--- src/rtl/riscv_lsu.sv ---
// -----------------------------------------------------------------------------
// riscv_lsu
//
// Load/store unit between the execute stage and a byte-lane data memory.
// It accepts one request at a time and handles lane steering, byte enables
// and sign/zero extension. A response comes back as a one-cycle pulse.
//
// Build option:
//   RISCV_LSU_MISALIGNED_EN  When defined, an access that crosses a word
//                            boundary is split into two word beats (ACC0 then
//                            ACC1). When undefined, such an access gets an
//                            error response and issues no memory cycle.
//
// Ports:
//   clk, rst_b        clock; synchronous active-high reset (rst_b=1 resets)
//   req_valid/ready   request handshake (ready only while idle)
//   req_write         1=store, 0=load
//   req_funct3        RV32I width code
//   req_addr          byte address
//   req_wdata         store data, right-justified
//   resp_valid        one-cycle response pulse
//   resp_rdata        extended load data (0 for stores and errors)
//   resp_err          invalid funct3, or misaligned without split support
//   mem_addr          word address (bits [1:0] always 0)
//   mem_data_in       write bytes, lanes 0..3
//   mem_data_out      read bytes, lanes 0..3 (combinational from mem_addr)
//   mem_write_en      write strobe
//   mem_byte_en       lane enables, bit i controls lane i
// -----------------------------------------------------------------------------
module riscv_lsu #(
    parameter int ADDR_W = 32
) (
    input  logic              clk,
    input  logic              rst_b,
    input  logic              req_valid,
    output logic              req_ready,
    input  logic              req_write,
    input  logic [2:0]        req_funct3,
    input  logic [ADDR_W-1:0] req_addr,
    input  logic [31:0]       req_wdata,
    output logic              resp_valid,
    output logic [31:0]       resp_rdata,
    output logic              resp_err,
    output logic [ADDR_W-1:0] mem_addr,
    output logic [7:0]        mem_data_in  [0:3],
    input  logic [7:0]        mem_data_out [0:3],
    output logic              mem_write_en,
    output logic [3:0]        mem_byte_en
);

    typedef enum logic [1:0] {
        IDLE = 2'd0,
        ACC0 = 2'd1,
        ACC1 = 2'd2,
        RESP = 2'd3
    } state_t;

    state_t            state_reg;
    logic              write_reg;
    logic [2:0]        funct3_reg;
    logic [ADDR_W-1:0] addr_reg;
    logic [31:0]       wdata_reg;
    logic              err_reg;
    // Captured load bytes, indexed by byte position within the access
    // (0 = lowest address), not by memory lane.
    logic [7:0]        cap_reg [0:3];

    // Access size in bytes from the width code (low two bits).
    function automatic logic [2:0] size_of(input logic [2:0] f3);
        case (f3[1:0])
            2'b00:   size_of = 3'd1;
            2'b01:   size_of = 3'd2;
            default: size_of = 3'd4;
        endcase
    endfunction

    function automatic logic funct3_ok(input logic wr, input logic [2:0] f3);
        if (wr)
            funct3_ok = (f3 == 3'b000) || (f3 == 3'b001) || (f3 == 3'b010);
        else
            funct3_ok = (f3 == 3'b000) || (f3 == 3'b001) || (f3 == 3'b010) ||
                        (f3 == 3'b100) || (f3 == 3'b101);
    endfunction

    // ------------------------------------------------------------------
    // Decode from registered state
    // ------------------------------------------------------------------
    logic [1:0]        off;
    logic [2:0]        end_pos;     // off + size, up to 7
    logic [ADDR_W-1:0] word_addr;
    logic              in_acc0;
    logic              in_acc1;

    assign off       = addr_reg[1:0];
    assign end_pos   = {1'b0, off} + size_of(funct3_reg);
    assign word_addr = {addr_reg[ADDR_W-1:2], 2'b00};
    assign in_acc0   = (state_reg == ACC0);

`ifdef RISCV_LSU_MISALIGNED_EN
    logic spans_reg_based;
    assign spans_reg_based = (end_pos > 3'd4);
    assign in_acc1         = (state_reg == ACC1);
`else
    // Split beats are never issued in this build.
    assign in_acc1 = 1'b0;
    logic       req_spans;
    logic [2:0] req_end_pos;
    assign req_end_pos = {1'b0, req_addr[1:0]} + size_of(req_funct3);
    assign req_spans   = (req_end_pos > 3'd4);
`endif

    assign req_ready    = (state_reg == IDLE);
    assign mem_write_en = (in_acc0 || in_acc1) && write_reg;

    // Second beat addresses the next word; the addition wraps naturally.
    assign mem_addr = in_acc0 ? word_addr :
                      in_acc1 ? word_addr + ADDR_W'(4) :
                                '0;

    // Per-lane steering. The same left rotation by off serves both beats:
    // lane l carries access byte (l - off) mod 4.
    logic [1:0] lane_rot [0:3];

    generate
        for (genvar gi = 0; gi < 4; gi++) begin : g_lane
            localparam logic [2:0] LANE = 3'(gi);

            assign lane_rot[gi] = 2'(gi) - off;

            assign mem_byte_en[gi] =
                (in_acc0 && ({1'b0, off} <= LANE) && (LANE < end_pos)) ||
                (in_acc1 && ((LANE + 3'd4) < end_pos));

            assign mem_data_in[gi] = mem_write_en ?
                                     wdata_reg[{lane_rot[gi], 3'b000} +: 8] :
                                     8'h00;
        end
    endgenerate

    // ------------------------------------------------------------------
    // Response assembly (little-endian from captured bytes)
    // ------------------------------------------------------------------
    logic [31:0] load_data;

    always_comb begin
        load_data = 32'h0;
        case (funct3_reg)
            3'b000:  load_data = {{24{cap_reg[0][7]}}, cap_reg[0]};
            3'b001:  load_data = {{16{cap_reg[1][7]}}, cap_reg[1], cap_reg[0]};
            3'b010:  load_data = {cap_reg[3], cap_reg[2], cap_reg[1], cap_reg[0]};
            3'b100:  load_data = {24'h0, cap_reg[0]};
            3'b101:  load_data = {16'h0, cap_reg[1], cap_reg[0]};
            default: load_data = 32'h0;
        endcase
    end

    assign resp_valid = (state_reg == RESP);
    assign resp_err   = resp_valid && err_reg;
    assign resp_rdata = (resp_valid && !err_reg && !write_reg) ? load_data : 32'h0;

    // ------------------------------------------------------------------
    // FSM
    // ------------------------------------------------------------------
    always_ff @(posedge clk) begin
        if (rst_b) begin
            state_reg  <= IDLE;
            write_reg  <= 1'b0;
            funct3_reg <= 3'b000;
            addr_reg   <= '0;
            wdata_reg  <= 32'h0;
            err_reg    <= 1'b0;
            for (int i = 0; i < 4; i++) cap_reg[i] <= 8'h00;
        end else begin
            case (state_reg)
                IDLE: begin
                    if (req_valid) begin
                        write_reg  <= req_write;
                        funct3_reg <= req_funct3;
                        addr_reg   <= req_addr;
                        wdata_reg  <= req_wdata;
                        for (int i = 0; i < 4; i++) cap_reg[i] <= 8'h00;
                        if (!funct3_ok(req_write, req_funct3)) begin
                            err_reg   <= 1'b1;
                            state_reg <= RESP;
`ifndef RISCV_LSU_MISALIGNED_EN
                        end else if (req_spans) begin
                            err_reg   <= 1'b1;
                            state_reg <= RESP;
`endif
                        end else begin
                            err_reg   <= 1'b0;
                            state_reg <= ACC0;
                        end
                    end
                end
                ACC0: begin
                    for (int l = 0; l < 4; l++)
                        if (mem_byte_en[l] && !write_reg)
                            cap_reg[lane_rot[l]] <= mem_data_out[l];
`ifdef RISCV_LSU_MISALIGNED_EN
                    state_reg <= spans_reg_based ? ACC1 : RESP;
`else
                    state_reg <= RESP;
`endif
                end
`ifdef RISCV_LSU_MISALIGNED_EN
                ACC1: begin
                    for (int l = 0; l < 4; l++)
                        if (mem_byte_en[l] && !write_reg)
                            cap_reg[lane_rot[l]] <= mem_data_out[l];
                    state_reg <= RESP;
                end
`endif
                RESP: begin
                    state_reg <= IDLE;
                end
                default: begin
                    state_reg <= IDLE;
                end
            endcase
        end
    end

endmodule

--- config.mk ---
export PLATFORM = sky130hd
export DESIGN_NAME = riscv_lsu
export DESIGN_NICKNAME = d
export VERILOG_FILES = /design/src/rtl/riscv_lsu.sv
export SDC_FILE = /design/constraint.sdc
export NUM_CORES = 1
export LEC_CHECK = 0
export BUFFER_PORTS_ARGS = -buffer_cell sky130_fd_sc_hd__buf_2
export CAP_MARGIN = 20
export CELL_PAD_IN_SITES_DETAIL_PLACEMENT = 1
export CELL_PAD_IN_SITES_GLOBAL_PLACEMENT = 1
export CORE_ASPECT_RATIO = 0.75
export CORE_UTILIZATION = 35
export CTS_CLUSTER_DIAMETER = 120
export DETAILED_ROUTE_END_ITERATION = 12
export MAX_ROUTING_LAYER = met4
export PLACE_DENSITY_LB_ADDON = 0.1
export SLEW_MARGIN = 20
export SYNTH_ARGS = -nofsm -noshare
export SYNTH_HDL_FRONTEND = slang
export SYNTH_SLANG_ARGS = --single-unit
--- constraint.sdc ---
create_clock -name clk -period 3.1 [get_ports clk]
set_clock_uncertainty 0.1 [all_clocks]
set_input_delay 0.155 -clock clk [delete_from_list [all_inputs] [get_ports clk]]
set_output_delay 0.155 -clock clk [all_outputs]
set_load 0.03 [all_outputs]
# After elaboration in Yosys (flattened, before gate mapping)
# Memories as Yosys holds them, arrays and structs flattened.
# Index checks and enable logic that the tools add are counted.
# word_totals
mem_bits_rw,32
in_bits,103
output_inout_bits,104
elab_cells,130
romBits,0
ff_bits,71
latch_bits,0
mem_count,1
# mem_list
name,depth,word_bits,read_ports,rd_clocked_by_memory_dff,write_ports,line_no,text
cap_reg,4,8,4,0,4,66,logic [7:0] cap_reg [0:3];
# op_classes
n_bitwise,4
reduce_logical,31
div_mod_pow,0
eq_ne,13
add_sub_neg,6
n_lt_le_gt_ge,8
multipliers,0
shifts,4
mux,57
# ops
operator,count
32-bit one-hot mux with 5 select lines,1
32-bit by 6-bit variable part select with 8-bit output,4
8-bit two-way mux,12
32-bit two-way mux,2
1-bit two-way mux,32
8-bit OR reduction,4
1-bit logical AND,15
2-bit two-way mux,7
"3-bit == test, second input constant",4
3-bit one-hot mux with 2 select lines,2
2-bit by 3-bit adder with 3-bit output,2
"2-bit by 1-bit == test with 1-bit output, second input constant",3
"3-bit by 1-bit == test with 1-bit output, second input constant",2
"3-bit by 2-bit == test with 1-bit output, second input constant",2
2-bit logical NOT,3
3-bit logical NOT,2
"1-bit by 3-bit less-than comparator with 1-bit output, first input constant",2
"2-bit by 3-bit less-than comparator with 1-bit output, first input constant",2
"2-bit by 1-bit <= comparator with 1-bit output, second input constant",2
1-bit logical OR,4
1-bit OR,4
2-bit one-hot mux with 2 select lines,1
"1-bit by 2-bit subtractor with 2-bit output, first input constant",2
"2-bit subtractor, first input constant",2
other kinds (6),7

# Longest topological paths before layout
# logic_depth
ltp_word,12
ltp_mapped,12
mapped_depth_nobuf,8

# Least setup slack after synthesis
# No wires, ideal clock.
# synth_timing
path_type,register to register
start,register funct3_reg[1]
end,memory cap_reg[0][0] (enable)
setup_ps,290
required_ps,2710
setup_slack_ps,-93
path_buffers,3
arrival_ps,2804
stages_incl_launch_ff,11
period_less_slack_ps,3193
cell_sequence,dfxtp_1 > buf_4 > clkbuf_1 > nor2_1 > ha_1 > fa_1 > clkbuf_1 > and2_1 > o2111ai_2 > nand2_2 > a2111o_1
# synth_rtl
element,line_no,text
"start, declared",60,logic [2:0] funct3_reg;
"start signal, assigned",178,funct3_reg <= req_funct3;
"end, declared",66,

==> flow_summary_export.csv <==
group,metric,value,unit
outcome,status,"complete, no violations",
floorplanning,dieArea,18690,sq um
yosys,yosys-top-cells-area,"dfxtp_1 (22%), edfxtp_1 (15%), mux4_2 (11%), a22o_1 (9.2%), and3_1 (4.0%)",
cells_and_area,multiInputGateArea,3665,sq um
placed_design,placed_cell_area,7681,sq um
worst_hold_path,worstHoldStart,"req_funct3[1]",
sta,setup_violations,0,
grt,grt_usage,26.62,%
grt,antenna_found_initial,0,
clock_tree,h-tree-depth,3,
grt,grt_pass1_wl,36780,um
clock_tree,cts_num_sinks,103,
detailed_routing,dr.max_layer_used,"met4",
clock_tree,clk_latency,0.35,ns
yosys,yosys.area.top_type,"dfxtp_1",
yosys,synth_area,6350,sq um
detailed_routing,dr.pass1.iters,5,
detailed_routing,drc,0,
floorplanning,core-area,17710,sq um
sta,tightestPinTransition,0.7225,ns
yosys,ys_seq_area_share,37.52,%
yosys,ys.flop_type,"dfxtp_1",
critical_path,cp_cell_sequence,"nor2_1, ha_1, fa_1, xor2_4, buf_4, o2111ai_2, nand2_2, buf_4, a221oi_1, nor2_1",
critical_path,arrival,2.97,ns
critical_path,cpMaxStageDelayCell,"fa_1",
detailed_routing,wl_per_cell,20.84,um
sta,max_freq,0.3358,GHz
placed_design,port_buffers,204,
floorplanning,die_h,118.7,um
sta,rsz0062_at_grt,"no",
cells_and_area,drive_gt1_share,33.59,%
detailed_routing,drtIter0Drc,433,
grt,gr-total-overflow,0,
yosys,syn_area_per_cell,9.680,sq um
floorplanning,start_util,35.86,%
floorplanning,die_width,157.5,um
pwr,p_per_area,418.4,nW/um^2
yosys,synth.most_common_cell,"dfxtp_1",
critical_path,critPathKind,"reg2reg",
critical_path,crit_path_end_kind,"flip-flop",
clock_tree,cts_made_buffers,9,
critical_path,crit_buf_inv,2,
clock_tree,clk_pin_slew,0.08,ns
yosys,synth_seq_cells,103,
cells_and_area,nets,1024,
detailed_routing,viasPerCell,5.563,
run,max_cap_viol_count,0,
yosys,synth-edff-count,32,
clock_tree,cts_tree,"yes",
sta,slew_headroom,51.73,%
critical_path,critPathTopFamily,"adder cells",
yosys,yosys.cell_types.count,52,
critical_path,r2r_start,"funct3_reg[1]",
placed_design,gp_congestion,0.9340,
yosys,synth_top_area_share,22.38,%
clock_tree,cts.path.max_buffers,2,
worst_hold_path,holdCritPathClass,"in2reg",
pwr,p_leak,0.003948,uW
yosys,synth_top_cells_by_count,"dfxtp_1 (71), a22o_1 (67), nand2_1 (64)",
detailed_routing,drt_wl_total,24100,um
cells_and_area,design_area,8658,sq um
grt,grt_max_degree,63,
detailed_routing,ant_nets,0,
yosys,async_reset_ff_share,0,%
placed_design,dp_hpwl,17600,um
critical_path,crit_path_start_kind,"flip-flop",
pwr,irDropWorstVdd,0.2280,mV
cells_and_area,n_antenna_cell,0,
sta,finalHoldViolCount,0,
cells_and_area,regArea,2385,sq um
detailed_routing,dr_wl_met2,10320,um
sta,slew_viol_final,0,
cells_and_area,fillerInstances,2045,
yosys,yosys_warnings,0,
critical_path,worstPathMaxFanout,12,
detailed_routing,vias,6431,
floorplanning,io_pins,207,
detailed_routing,wl_met1,11720,um
critical_path,max_stage_delay,0.49,ns
critical_path,crit_path_start,"funct3_reg[1]",
sta,tns,0,ns
detailed_routing,met3WireLength,1891,um
floorplanning,num_rows,42,
cells_and_area,final_core_util,48.89,%
yosys,synthCells,656,
cells_and_area,areaGrowthSynthToFinish,36.35,%
sta,period_share,96.05,%
clock_tree,root_buffer,"clkbuf_16",
placed_design,placed_cells,1072,
sta,fin_crit,2.978,ns
cells_and_area,instances_no_fill,1156,
critical_path,cp.required,3.09,ns
grt,grt_pass1_vias,6329,
-- path summary, 6_finish.rpt --
| check | endpoint | slack [ns] | cells past startpoint |
|---|---|---|---|
| max | cap_reg[0][5] | 0.12 | 10 |
| max reg2reg | cap_reg[0][5] | 0.12 | 10 |
| min | funct3_reg[1] | 0.02 | 2 |
| min reg2reg | addr_reg[27] | 0.37 | 1 |
-- layout make-up --
type                       count  share of cell area, %
multi-input combinational    478                  42.33
sequential                   103                  27.54
timing repair buffer         301                  22.62
tap                          242                  3.497
clock buffer                   9                  2.601
clock inverter                 7                 0.7225
inverter                      16                 0.6936
-- metal layers --
layer / up-vias / GRT usage, %
met5: - / -
met4: 0 / 4.248
met3: 15 / 5.684
met2: 255 / 38.19
met1: 3177 / 38.70
li1: 2984 / -
-- timing repair --
| item | in CTS | in global routing |
|---|---|---|
| endpoints found under the hold margin | 67 | 0 |
| setup buffers | 0 | 1 |
| resized for setup | 0 | 6 |
| endpoints found under the setup margin | 0 | 64 |
| hold buffers | 67 | 0 |
-- cell families after synthesis --
logic type               share of synthesized area (%)
AO/OA/AOI/OAI                                    25.20
adder cells (fa/ha/maj)                          2.601
multiplexers                                     11.51
other                                          0.05906
buffers and inverters                            5.340
AND/OR/NAND/NOR                                  17.20
XOR/XNOR                                        0.5715
flip-flops                                       37.52
-- through the flow --
| stage | worst slack [ns] | total power, uW | hold WS, ns |
|---|---|---|---|
| final | 0.1223 | 3623 | 0.02146 |
| after global routing | 0.003655 | 3770 | 0.03843 |
| after CTS | 0.06602 | 3644 | 0.001195 |
| after detailed placement | 0.08927 | 2433 | 0.2696 |
| after global placement | 0.1050 | 2402 | 0.2658 |
| after floorplan | 0.003962 | 2122 | 0.1438 |
-- power by group --
part	switching [uW]	total, uW	internal [uW]
registers	90.5	1600	1510
clock network	575	1140	564
logic	505	888	383
total	1170	3620	2450
-- placed cells by master (no fill, tap or decap), types with 3 or more instances in the layout --
cell type and count:
buf_2 204, dfxtp_1 69, a22o_1 67, dlygate4sd3_1 67, nand2_1 64, nor2_1 49
a21oi_1 43, and3_1 41, and2_1 33, mux4_2 32, edfxtp_1 32, buf_4 26
inv_1 16, a221oi_1 16, o22ai_1 16, o21ai_0 15, a22oi_1 11, ha_1 10
clkbuf_16 9, a21o_1 8, a2bb2oi_1 8, a31oi_1 7, nand2b_1 6, nor2_2 5
nor3_1 4, nand3_1 4, o211ai_1 3, inv_6 3, buf_12 3
-- worst reg2reg max path, cell delays in order, from the launching register on --
cell and delay, ns:
dfxtp_1 0.39, nor2_1 0.08, ha_1 0.20, fa_1 0.49, xor2_4 0.25, buf_4 0.21, o2111ai_2 0.29, nand2_2 0.09
buf_4 0.17, a221oi_1 0.32, nor2_1 0.13
(Power assumes the default switching activity.)
